--- config.mk ---
export PLATFORM = sky130hd
export DESIGN_NAME = xocc_cmd_dispatcher
export DESIGN_NICKNAME = d
export VERILOG_FILES = /design/src/rtl/xocc_cmd_dispatcher.sv
export SDC_FILE = /design/constraint.sdc
export NUM_CORES = 1
export LEC_CHECK = 0
export CORE_UTILIZATION = 48
export CTS_BUF_LIST = sky130_fd_sc_hd__clkbuf_4
export DETAILED_ROUTE_END_ITERATION = 10
export PLACE_DENSITY = 0.91
export SLEW_MARGIN = 20
export SYNTH_ARGS = -nofsm -noshare
export SYNTH_HDL_FRONTEND = slang
export SYNTH_SLANG_ARGS = --single-unit
--- constraint.sdc ---
create_clock -name i_pad_clk -period 5.4 [get_ports i_pad_clk]
set_input_delay 1.35 -clock i_pad_clk [delete_from_list [all_inputs] [get_ports i_pad_clk]]
set_output_delay 1.35 -clock i_pad_clk [all_outputs]
set_load 0.01 [all_outputs]
--- src/rtl/xocc_cmd_dispatcher.sv ---
`default_nettype none
// ============================================================================
// Module   : xocc_cmd_dispatcher
// Brief    : Pops XOCC channel-1 commands, runs EXEC on a DSA accelerator with
//            a completion timeout and packs 1- or 2-word results into responses.
// Revision : 1.0 - initial release
// ============================================================================
module xocc_cmd_dispatcher #(
    parameter int TIMEOUT_CYC = 1024,
    parameter int CNT_W       = 16
) (
    input  logic             i_pad_clk,
    input  logic             i_pad_rst_b,
    input  logic [95:0]      cmd_buffer,
    input  logic             cmd_empty,
    output logic             cmd_rd_en,
    output logic [31:0]      rsp_buffer,
    output logic             rsp_wr_en,
    input  logic             rsp_full,
    output logic             acc_req_valid,
    input  logic             acc_req_ready,
    output logic [31:0]      acc_req_op_a,
    output logic [31:0]      acc_req_op_b,
    output logic [7:0]       acc_req_tag,
    input  logic             acc_rsp_valid,
    output logic             acc_rsp_ready,
    input  logic [31:0]      acc_rsp_data,
    output logic             acc_abort,
    output logic             busy,
    output logic [CNT_W-1:0] cmd_count,
    output logic [CNT_W-1:0] err_count
);

    localparam logic [7:0] C_OP_NOP     = 8'h00;
    localparam logic [7:0] C_OP_EXEC    = 8'h01;
    localparam logic [7:0] C_ST_OK      = 8'h00;
    localparam logic [7:0] C_ST_TIMEOUT = 8'h01;
    localparam logic [7:0] C_ST_ILLEGAL = 8'h02;
    localparam int         C_TMR_W      = (TIMEOUT_CYC < 2) ? 1 : $clog2(TIMEOUT_CYC + 1);

    typedef enum logic [2:0] {
        S_IDLE     = 3'd0,
        S_ISSUE    = 3'd1,
        S_WAIT_RSP = 3'd2,
        S_HDR      = 3'd3,
        S_DATA     = 3'd4
    } state_t;

    state_t             r_state;
    state_t             w_state_nxt;
    logic [7:0]         r_opcode;
    logic [7:0]         r_tag;
    logic [31:0]        r_op_a;
    logic [31:0]        r_op_b;
    logic [31:0]        r_result;
    logic [7:0]         r_status;
    logic [C_TMR_W-1:0] r_timer;
    logic [CNT_W-1:0]   r_cmd_count;
    logic [CNT_W-1:0]   r_err_count;

    logic               w_pop;
    logic               w_req_valid;
    logic               w_rsp_ready;
    logic               w_abort;
    logic               w_wr;
    logic               w_rsp_accept;
    logic               w_timeout;
    logic [7:0]         w_beats;
    logic [7:0]         w_new_op;
    logic [31:0]        w_header;
    logic [31:0]        w_rsp_word;
    logic               w_unused_rsvd;

    assign w_unused_rsvd = ^cmd_buffer[31:16];
    assign w_new_op      = cmd_buffer[7:0];

    // A zero TIMEOUT_CYC leaves the timer free-running but never matched.
    assign w_timeout = (TIMEOUT_CYC != 0) && (r_timer == C_TMR_W'(TIMEOUT_CYC));
    assign w_beats   = ((r_opcode == C_OP_EXEC) && (r_status == C_ST_OK)) ? 8'd1 : 8'd0;
    assign w_header  = {r_tag, r_opcode, r_status, w_beats};

    always_comb begin
        w_state_nxt  = r_state;
        w_pop        = 1'b0;
        w_req_valid  = 1'b0;
        w_rsp_ready  = 1'b0;
        w_abort      = 1'b0;
        w_wr         = 1'b0;
        w_rsp_accept = 1'b0;
        w_rsp_word   = '0;
        case (r_state)
            S_IDLE: begin
                if (!cmd_empty) begin
                    w_pop       = 1'b1;
                    w_state_nxt = (w_new_op == C_OP_EXEC) ? S_ISSUE : S_HDR;
                end
            end
            S_ISSUE: begin
                w_req_valid = 1'b1;
                if (w_timeout) begin
                    w_abort     = 1'b1;
                    w_state_nxt = S_HDR;
                end else if (acc_req_ready) begin
                    w_state_nxt = S_WAIT_RSP;
                end
            end
            S_WAIT_RSP: begin
                w_rsp_ready = 1'b1;
                // A result arriving on the timeout cycle still counts as a completion.
                if (acc_rsp_valid) begin
                    w_rsp_accept = 1'b1;
                    w_state_nxt  = S_HDR;
                end else if (w_timeout) begin
                    w_abort     = 1'b1;
                    w_state_nxt = S_HDR;
                end
            end
            S_HDR: begin
                w_rsp_word = w_header;
                if (!rsp_full) begin
                    w_wr        = 1'b1;
                    w_state_nxt = w_beats[0] ? S_DATA : S_IDLE;
                end
            end
            S_DATA: begin
                w_rsp_word = r_result;
                if (!rsp_full) begin
                    w_wr        = 1'b1;
                    w_state_nxt = S_IDLE;
                end
            end
            default: w_state_nxt = S_IDLE;
        endcase
    end

    always_ff @(posedge i_pad_clk) begin
        if (!i_pad_rst_b) begin
            r_state     <= S_IDLE;
            r_opcode    <= '0;
            r_tag       <= '0;
            r_op_a      <= '0;
            r_op_b      <= '0;
            r_result    <= '0;
            r_status    <= C_ST_OK;
            r_timer     <= '0;
            r_cmd_count <= '0;
            r_err_count <= '0;
        end else begin
            r_state <= w_state_nxt;
            if (w_pop) begin
                r_opcode    <= w_new_op;
                r_tag       <= cmd_buffer[15:8];
                r_op_a      <= cmd_buffer[63:32];
                r_op_b      <= cmd_buffer[95:64];
                r_status    <= ((w_new_op == C_OP_NOP) || (w_new_op == C_OP_EXEC)) ?
                               C_ST_OK : C_ST_ILLEGAL;
                r_cmd_count <= r_cmd_count + CNT_W'(1);
                r_timer     <= '0;
            end else if ((r_state == S_ISSUE) || (r_state == S_WAIT_RSP)) begin
                r_timer <= r_timer + C_TMR_W'(1);
            end
            if (w_rsp_accept) begin
                r_result <= acc_rsp_data;
                r_status <= C_ST_OK;
            end else if (w_abort) begin
                r_status <= C_ST_TIMEOUT;
            end
            if (w_wr && (r_state == S_HDR) && (r_status != C_ST_OK)) begin
                r_err_count <= r_err_count + CNT_W'(1);
            end
        end
    end

    // Handshakes are held low while reset is asserted, so nothing is popped,
    // written or aborted on a reset edge.
    assign cmd_rd_en     = w_pop       & i_pad_rst_b;
    assign acc_req_valid = w_req_valid & i_pad_rst_b;
    assign acc_rsp_ready = w_rsp_ready & i_pad_rst_b;
    assign acc_abort     = w_abort     & i_pad_rst_b;
    assign rsp_wr_en     = w_wr        & i_pad_rst_b;
    assign rsp_buffer    = i_pad_rst_b ? w_rsp_word : '0;
    assign acc_req_op_a  = r_op_a;
    assign acc_req_op_b  = r_op_b;
    assign acc_req_tag   = r_tag;
    assign busy          = (r_state != S_IDLE);
    assign cmd_count     = r_cmd_count;
    assign err_count     = r_err_count;

endmodule
`default_nettype wire

==> summary by stage, run 1 <==
Worst setup path
The depth of the worst register-to-register path is 5. The type of element launching the critical path is a primary input. The arrival time at the worst endpoint is 3.38 ns. The endpoint class of the critical path is a primary output. The data required time at the worst endpoint is 4.05 ns.

The start-to-end type of the worst setup path is primary input to primary output. Of all nets on the critical path, the largest fanout is 3.

Logic synthesis
Of the post-synthesis cell area, the dominant cell type holds 0.487. Yosys instantiated no cell more often than nand2_1. The post-synthesis sequential area ratio is 0.487. The synthesized area divided by synthesized cell count is 7.86 µm².

The portion of netlist area occupied by mux cells is 0.0122. The post-synth net total is 974. The main combinational cell family by area after synthesis is simple AND/OR/NAND/NOR gates. In this run, synthesis inferred 0 flip-flops with an integrated enable. The share of the synthesized area in compound gates (AO/OA/AOI/OAI) came to 0.145. The cell type contributing the most total cell area after synthesis is dfxtp_1.

Synthesis produced a netlist whose cell count is 836. Counting flops with an async set or reset pin after synthesis yields a share of 0. The xor and xnor area share after synthesis is 0.0293. Sorting the synthesized cells by area gives the leading types as dfxtp_1 (49%), nand2_1 (14%), a21oi_1 (10%), clkbuf_1 (2.7%), nor2_1 (2.5%). The fraction of the mapped netlist area in adder cells is 0.00761.

The simple logic cell fraction of the synthesized area is 0.276. The cell area that synthesis handed to floorplanning was 6570 µm². The commonest cells after synthesis are nand2_1 (249), dfxtp_1 (160), a21oi_1 (134), clkbuf_1 (47), nor2_1 (43). The flip-flop and latch count after synthesis is 160. Counting distinct cell types in the post-synthesis netlist gives 45. For this run, the leading register cell type out of synthesis is dfxtp_1. For this run, the number of Yosys warnings is 0.

Floorplan
The placeable core region is 13,300 µm². The initial core utilization is 0.494. 276 I/O pins were placed. Row generation in the floorplan step produced 42 rows. The area of the die is 14,200 µm². The die is 119 µm wide. In this run the vertical extent of the chip is 119 µm.

Power and ir drop
The maximum VDD drop is 0.000244 V. The areal power density over the cells is 337 nW/µm². The leakage power of the design is 3.38 nW. In this run the power spent charging and discharging nets is 1.03 mW. Of the total power, the share spent switching nets is 0.318. Of the total power, the clock network draws 0.259. The internal power consumption is 2.19 mW. The sequential group share of total power is 0.455.

The power share of the combinational group is 0.287.

Timing
The setup-violating endpoint count in the final report is 0. The worst hold slack across all endpoints is 0.461 ns. In this run the tightest slew margin relative to its limit is 0.371. After layout, the worst setup slack is 0.670 ns. Based on the critical path, the design can be clocked at up to 211 MHz.

The number of pins exceeding their max-slew limit in the final report is 0. Subtracting the final worst setup slack from the clock period gives 4.73 ns. Setup repair after global routing left no endpoint under its margin. The portion of the clock cycle consumed by the worst path in the final layout is 0.876. The setup skew after layout is 0.0112 ns.

After routing, the total negative slack on setup checks comes to 0 ns. The number of failing hold endpoints at the final stage was 0. The slew at the pin with the worst max-slew slack is 0.944 ns.

Drt
The final antenna-violating net count is 0. The detailed-routing iteration count for the pre-antenna-repair pass is 9. The detailed router finished its first iteration with 545 violations. The routed layout has 6,567 vias. Using the TritonRoute via totals, the vias-per-cell ratio works out to 5.25. The post-detailed-route wirelength per cell is 14.8 µm. In the routed design, unresolved DRC markers number 0.

The routed wire length is 18.5 mm.

Clock network
Gates resized during post-CTS repair numbered 0. The clock transition at the registers of the reported paths is 0.12 ns. Clock tree synthesis found a total of 160 sinks. The maximum number of buffers from clock root to sink is 2. The TritonCTS clock tree is done.

TritonCTS created 17 clock buffers. The number of setup buffers added after CTS is 0. The CTS root buffer is clkbuf_4. The hold buffer count at cts is 0. The worst-skew pair later-pin latency is 0.54 ns. The H-tree generated during clock tree synthesis spans 4 levels.

Placed design
The wire-length estimate of the detail-placed layout is 12.7 mm. The routability congestion estimate is 0.794. Buffers placed on the I/O ports in this run total 259. The setup slack after placement is 0.696 ns.

GRT
The wire length of the first global-routing pass is 29.5 mm. The number of global-route vias before repair is 5,986. Across every metal layer, demand over resource in global routing totals 0.258. Global routing finished with a remaining overflow of 0.

The maximum number of pins on one net before global-route repair is 92. The number of antenna violations at the first check in global routing is 0.

Job
The tool flagged a number of max-cap violations equal to 0.

Status
The flow ran to the end, and the final reports show no timing, DRC or antenna violations.

Finish
The repair_antennas step left the layout with diodes totalling 0. The layout-stage area growth over the synthesis result is 45.5%. Fill cells in the final layout number 996. The sequential cells in the finished layout cover a total of 3200 µm². In the final layout, the multi-input gates occupy 3110 µm². The share of cells above drive strength 1 is 0.0465.

For this run, the post-layout net count is 1,201.

Min path
Along the worst hold path, the cell count comes to 2. The path category of the worst min-delay check is flip-flop to flip-flop.
## logic make-up (layout without fill, tap and decap cells)
logic type / count (synthesis) / in the layout
simple gates: 400 / 400
compound gates: 173 / 173
flops: 160 / 160
buf+inv: 69 / 309
xor+xnor: 22 / 22
mux: 8 / 8
fa+ha+maj: 4 / 4
## per-stage QoR
stage	utilization	area, µm²	cells	power (mW)
floorplan	-	6570	836	1.99
global placement	0.694	9220	1220	2.39
detailed placement	0.694	9230	1220	2.41
CTS	0.719	9570	1252	3.23
global route	0.720	9570	1252	3.40
finish	0.720	9570	1252	3.22
## sequential cells by signal, indices dropped and copies added, names as in the netlist
| register | cells |
|---|---|
| acc_req_op_b | 32 |
| acc_req_op_a | 32 |
| r_result | 32 |
| r_timer | 11 |
| r_state | 3 |
| cmd_count | 16 |
| acc_req_tag | 8 |
| err_count | 16 |
| r_status | 2 |
| r_opcode | 8 |
## power by group through the flow
stage          Sequential [mW]  Clock (mW)  Combinational [mW]
2_1_floorplan             1.49           0               0.499
3_3_place_gp              1.48           0               0.912
3_5_place_dp              1.49           0               0.923
4_1_cts                   1.46       0.844               0.928
5_1_grt                   1.48       0.909                1.01
6_report                  1.46       0.833               0.923
## routing by layer
metal / vias up / share of wire / global-route usage
li1: 3280 / - / -
met1: 3015 / 0.42 / 0.320
met3: 26 / 0.071 / 0.0766
met2: 246 / 0.49 / 0.429
met5: - / 0 / 0
met4: 0 / 0.017 / 0.0807
## layout by cell type, fill, tap and decap left out, types with 3 or more instances in the layout
master / synthesis / final
o31ai_1: 8 / 8
nor4_1: 9 / 9
or3b_2: 3 / 3
nand2b_1: 7 / 7
nor3_1: 9 / 9
or4_1: 10 / 9
buf_4: 2 / 8
a21oi_1: 134 / 134
xor2_1: 5 / 5
mux2i_1: 8 / 8
o21ai_0: 7 / 7
or3_1: 7 / 7
dfxtp_1: 160 / 160
nand3_1: 16 / 16
clkdlybuf4s50_1: 0 / 259
xnor2_1: 17 / 17
nor2_1: 43 / 43
nand2_1: 249 / 248
and4_1: 4 / 4
bufinv_16: 0 / 5
nand4_1: 11 / 11
ha_1: 4 / 4
a22oi_1: 18 / 18
clkbuf_4: 0 / 20
and3_1: 15 / 15
inv_1: 9 / 9
clkinv_2: 0 / 4
## worst max-delay path, cell delays in order
cell and delay (ns):
clkdlybuf4s50_1 0.46, or3b_2 0.47, a211oi_1 0.38, and2_1 0.18, clkdlybuf4s50_1 0.54
## path summary, 6_finish.rpt
path               startpoint               end  slack (ns)
max             acc_rsp_valid         acc_abort        0.67
min          acc_req_op_a[11]  acc_req_op_a[11]        0.46
max reg2reg        r_state[2]     cmd_count[12]        2.71
min reg2reg  acc_req_op_a[11]  acc_req_op_a[11]        0.46
## area by class of cell
class | instances | area share
inverters | 10 | 0.00418
clock buffers | 20 | 0.0157
well taps | 176 | 0.0230
repair buffers | 267 | 0.277
flip-flops and latches | 160 | 0.335
multi-input cells | 607 | 0.325
clock inverters | 12 | 0.0199
No activity file was read; power rests on OpenSTA's default activity.
==> run 2, diff against run 1 <==
CORE_UTILIZATION = 24   (was 48)
PLACE_DENSITY = 0.52   (was 0.91)
clock period = 5.3 ns   (was 5.4 ns; I/O delays follow)
==> summary by stage, run 2 (synthesis results as in run 1) <==
Status
The flow ran to the end, and the final reports show no timing, DRC or antenna violations.

Placed design
Summing all placed instances gives a cell area of 9470 µm². Buffers placed on the I/O ports in this run total 259. The routability congestion estimate is 0.763. Once detailed placement completed, the half-perimeter wirelength came to 14.6 mm.

Floorplan
The floorplan has 60 rows. The floorplan die height is 168 µm. The floorplan step defined a die boundary enclosing 28,100 µm². For this configuration, the core starts out at a cell density of 0.245. The placeable core region is 26,900 µm².

The die is 168 µm wide. In this run the count of I/O pins placed on the die edge is 276.

Worst setup path
The data required time at the worst endpoint is 3.97 ns. The worst setup path is launched from a primary input. The startpoint of the worst register-to-register path is r_state[2]. The arrival time at the worst endpoint is 3.38 ns. Measured in cells, the most critical reg-to-reg path has a length of 6.

The endpoint identified for the worst register-to-register timing path is cmd_count[12]. The setup slack of the most critical reg-to-reg path is 2.53 ns. The start-to-end type of the worst setup path is primary input to primary output.

The maximum fanout encountered on the critical timing path is 3. STA classifies the critical path endpoint as a primary output.

Clock network
The clock passes through at most 2 buffers. The total of cells resized after clock tree synthesis is 0. The clock transition at the registers of the reported paths is 0.16 ns. The number of H-tree levels is 4.

TritonCTS built the clock tree. The root buffer cell chosen for the clock tree is clkbuf_4. The number of post-CTS setup repair buffers is 0. The clock net in this run drives a total of 160 sinks.

The hold buffer count at cts is 0. The number of buffers inserted during clock tree synthesis is 17. The worst-skew pair later-pin latency is 0.55 ns.

Timing
The portion of the clock cycle consumed by the worst path in the final layout is 0.888. The max-slew headroom at the worst pin is 0.342. The final critical path time including I/O delays and setup is 4.71 ns. Across the routed clock network, the largest skew measured is 0.0316 ns. Setup repair after global routing left no endpoint under its margin. The peak clock frequency supported by timing is 212 MHz. Hold is met by 0.462 ns. The number of failing hold endpoints at the final stage came to 0. The setup-violating endpoint count in the final report is 0.

At the pin with the least slew margin, the transition time is 0.987 ns. The number of pins exceeding their max-slew limit in the final report is 0. The total negative setup slack is 0 ns.

GRT
After global routing the overflow that remains totals 0. The number of global-route vias before repair is 5,962. The total global-route track usage is 0.150. The number of antenna violations at the first check in global routing is 1. The maximum number of pins on one net before global-route repair is 88.

The first global-routing pass estimated 33.5 mm of wire.

Power and ir drop
The areal power density over the cells is 327 nW/µm². The maximum VDD drop is 0.000161 V. In this run the static leakage power is 3.36 nW.

Drt
In this run, the number of DRC markers left after iteration 0 of detailed routing was 388. The detailed-routing iteration count for the pre-antenna-repair pass is 4. The number of vias per cell after detailed routing is 4.51. Dividing the detail-routed wire length by the instance count gives 15.0 µm. The routed wire length is 21.3 mm. The detail route stage leaves a number of antenna-violating nets equal to 0. The via count is 6,418. For this run, design rule violations remaining after detail routing come to 0.

Finish
The sequential cell area in the final layout is 3200 µm². The leading cell type in the layout, fill and taps excluded is clkdlybuf4s50_1. The final core utilization is 0.362. Leaving out fill and tap cells, the most frequent cells in the layout are clkdlybuf4s50_1 (259), nand2_1 (249), dfxtp_1 (160), a21oi_1 (134), nor2_1 (43). The share of cells above drive strength 1 is 0.0509. The final layout net count is 1,206. The filler cells instantiated in the layout total 2,854. In the final layout, the multi-input gates occupy 3110 µm². The layout-stage area growth over the synthesis result is 48.1%. After routing the design area is 9730 µm².

Job
The max-capacitance violation count is 0.

Min path
The hold path startpoint is acc_req_op_b[18]. The path category of the worst min-delay check is flip-flop to flip-flop. The path with the worst hold slack has its endpoint at acc_req_op_b[18].

The count of cells along the worst hold path is 2.
-- run 2: changes by cell type in the layout (fill, tap and decap cells not counted), moves of 2 or more --
| cell | previous run | this run |
|---|---|---|
| inv_6 | 0 | 5 |
| clkinv_2 | 4 | 2 |
| clkbuf_4 | 20 | 18 |
| buf_4 | 8 | 13 |
| bufinv_16 | 5 | 0 |
| inv_8 | 0 | 4 |
-- run 2: critical path, stage by stage --
cell and delay (ns):
clkdlybuf4s50_1 0.44, or3b_2 0.47, a211oi_1 0.43, and2_1 0.19, clkdlybuf4s50_1 0.53
-- run 2: worst max-delay path by stage --
stage | start | end | slack [ns] | cells after the start
finish | acc_rsp_valid | acc_abort | 0.59 | 5
floorplan | cmd_empty | cmd_rd_en | 1.67 | 4
global placement | acc_rsp_valid | acc_abort | 0.62 | 5
global route | acc_rsp_valid | acc_abort | 0.51 | 5
detailed placement | acc_rsp_valid | acc_abort | 0.56 | 5
CTS | acc_rsp_valid | acc_abort | 0.55 | 5
-- run 2: area by class of cell --
type	count	area share
diodes	1	0.000257
inverters	10	0.00411
clock inverters	14	0.0127
flip-flops and latches	160	0.329
repair buffers	272	0.276
clock buffers	18	0.0139
multi-input cells	607	0.320
well taps	341	0.0438
-- run 2: power breakdown --
| group | switching, mW | internal (mW) | leakage [nW] |
|---|---|---|---|
| Sequential | 0.125 | 1.36 | 1.30 |
| Clock | 0.501 | 0.211 | 0.146 |
| Combinational | 0.527 | 0.451 | 1.92 |
-- run 2: routing by layer --
layer,share of wire,global-route usage
met1,0.45,0.193
met2,0.47,0.244
met3,0.065,0.0463
met4,0.010,0.0387
met5,0,0
-- run 2: metrics by stage --
step,setup slack [ns],std cells,power [mW]
after floorplan,1.67,836,2.02
after global placement,0.618,1390,2.51
after detailed placement,0.559,1390,2.51
after CTS,0.554,1422,3.24
after global routing,0.509,1423,3.40
final,0.594,1423,3.18
==> run 3, diff against run 2 <==
CTS_BUF_LIST = not set   (was sky130_fd_sc_hd__clkbuf_4)
DONT_BUFFER_PORTS = 1   (was not set)
HOLD_SLACK_MARGIN = 0.12   (was not set)
PLACE_DENSITY = 0.39   (was 0.52)
==> summary by stage, run 3 (synthesis results as in run 1) <==
Status
The run finished with clean final reports.

Clock network
The TritonCTS clock tree is done. The CTS root buffer is clkbuf_16. The H-tree was split into 4 levels.

The clock drives 160 sinks. For this design, the CTS-stage hold fixing added 0 buffers. Post-CTS repair changed the size of 0 cells.

Buffers inserted during clock tree synthesis total 17. The number of post-CTS setup repair buffers is 0. After clock tree synthesis, the clock-pin slew on the worst setup and hold paths is 0.07 ns. Counting along the longest clock path gives a buffer depth of 2.

The worst-skew pair later-pin latency is 0.42 ns.

Worst setup path
The arrival time at the worst endpoint is 2.85 ns. In this run the worst path has a maximum fanout of 20. The worst register-to-register path ends at cmd_count[12]. The data required time at the worst endpoint is 3.97 ns.

The type of element launching the critical path is a flip-flop. The depth of the worst register-to-register path is 5. The start-to-end type of the worst setup path is flip-flop to primary output.

The setup slack of the most critical reg-to-reg path is 2.54 ns. The worst register-to-register path begins at r_state[2]. STA classifies the critical path endpoint as a primary output.

Power and ir drop
The internal power consumption is 2.33 mW. The switching part of the total is 0.333. The share of total power dissipated in combinational logic is 0.169.

Power spread over the standard cell area amounts to 468 nW/µm². The maximum VDD drop is 0.000169 V. The share of total power dissipated in the clock network is 0.383.

Of the total power, registers draw 0.449. The leakage power of the design is 2.56 nW. The post-route total power is 3.49 mW. The net switching power is 1.16 mW.

GRT
For met2 alone, demand over resource in global routing was 0.226. The total grt overflow is 0. Entering global routing, the biggest net connects 88 pins.

The global routing met1 resource utilization is 0.177. For this run, global-route usage on met3 was measured as 0.0548. The number of global-route vias before repair was 5,235. After global routing, the most crowded layer is met2. The number of antenna violations at the first check in global routing is 0. The first global-routing pass estimated 31.0 mm of wire. The total global-route track usage is 0.141.

Timing
Setup violations remaining at the end of the flow were counted as 0. Setup repair after global routing left no endpoint under its margin. The number of failing hold endpoints at the final stage is 0. After layout, the minimum clock period comes to 4.18 ns. The number of pins exceeding their max-slew limit in the final report came to 0. Derived from the worst setup path, the maximum achievable clock frequency is 239 MHz. The slew at the pin with the worst max-slew slack is 0.983 ns. The max-slew headroom at the worst pin is 0.342. Dividing the final minimum period by the clock period gives 0.789. For the final database, setup skew stands at 0.0108 ns. Setup total negative slack on the finished layout was measured at 0 ns.

Floorplan
The I/O pin count is 276. After floorplanning, the core was divided into 60 placement rows. The die is 168 µm tall. For this configuration, the core starts out at a cell density of 0.245. The core region is 26,900 µm². The die extent in x is 168 µm.

The die covers 28,100 µm².

Job
Across the run, the number of max-cap violations was 0.

Finish
The final layout net count is 942. The diode insertion count for antenna repair is 0. In the layout the commonest cells are nand2_1 (249), dfxtp_1 (160), a21oi_1 (134), nor2_1 (43), a22oi_1 (18). Relative to the synthesized area, the layout overhead comes to 13.6%. The library cell used most frequently in the layout, excluding fill and tap cells, is nand2_1.

The share of cells above drive strength 1 is 0.0600.

Drt
The number of DRC violations after detailed routing is 0. In this run the remaining antenna-violating nets after routing total 0. For this block, the via count after detailed routing is 5,475. The number of vias per cell after detailed routing is 4.73. The first routing iteration left 347 violations. In the final routed layout, each cell accounts on average for 17.3 µm.

The first detailed-routing pass ran for 5 iterations. Wires add up to 20.0 mm.

Placed design
The detailed-placement wirelength estimate is 13.2 mm. The number of buffer cells added on primary ports is 0. The routability congestion estimate is 0.704.

Min path
The path with the worst hold slack has its endpoint at r_result[2]. The tightest min-delay check is of the flip-flop to flip-flop type. Along the worst hold path, the cell count comes to 2. In this run the most critical hold path is launched from r_result[2].
-- run 3: stage by stage --
| stage | util | std cells | area, µm² | setup slack, ns | hold WS (ns) |
|---|---|---|---|---|---|
| 4_1_cts | 0.278 | 1158 | 7470 | 1.09 | 0.456 |
| 6_report | 0.278 | 1158 | 7470 | 1.12 | 0.451 |
| 2_1_floorplan | - | 836 | 6570 | 1.67 | 0.432 |
| 5_1_grt | 0.278 | 1158 | 7470 | 0.881 | 0.476 |
| 3_5_place_dp | 0.255 | 1126 | 6840 | 1.43 | 0.446 |
| 3_3_place_gp | 0.255 | 1126 | 6840 | 1.43 | 0.439 |
-- run 3: final cells by class --
| type | count | area (µm²) |
|---|---|---|
| fill | 2977 | 19400 |
| inverter | 10 | 40.0 |
| sequential | 160 | 3200 |
| timing repair buffer | 8 | 60.1 |
| clock inverter | 14 | 191 |
| clock buffer | 18 | 439 |
| multi-input combinational | 607 | 3110 |
| tap | 341 | 427 |
-- run 3: worst max-delay path: stages (launching register included) --
cell and delay [ns]:
dfxtp_1 0.78, nor3b_2 0.91, buf_4 0.39, a22oi_1 0.10
nor2_1 0.25
-- run 3: power by group through the flow --
| stage | Combinational, mW | Sequential (mW) | Clock, mW |
|---|---|---|---|
| 2_1_floorplan | 0.508 | 1.52 | 0 |
| 3_3_place_gp | 0.601 | 1.60 | 0 |
| 3_5_place_dp | 0.606 | 1.60 | 0 |
| 4_1_cts | 0.608 | 1.57 | 1.40 |
| 5_1_grt | 0.682 | 1.59 | 1.44 |
| 6_report | 0.589 | 1.57 | 1.34 |
-- run 3: worst max-delay path by stage --
| stage | from | cells after the start | end |
|---|---|---|---|
| floorplan | cmd_empty | 4 | cmd_rd_en |
| global placement | acc_rsp_valid | 3 | acc_abort |
| detailed placement | acc_rsp_valid | 3 | acc_abort |
| CTS | r_state[2] | 4 | rsp_buffer[23] |
| global route | r_state[2] | 4 | rsp_buffer[23] |
| finish | r_state[2] | 4 | rsp_buffer[19] |
-- run 3: per-layer routing --
layer | vias to the layer above | part of all wire
li1 | 2763 | -
met1 | 2538 | 0.44
met2 | 166 | 0.46
met3 | 8 | 0.086
met4 | 0 | 0.0085
met5 | - | 0
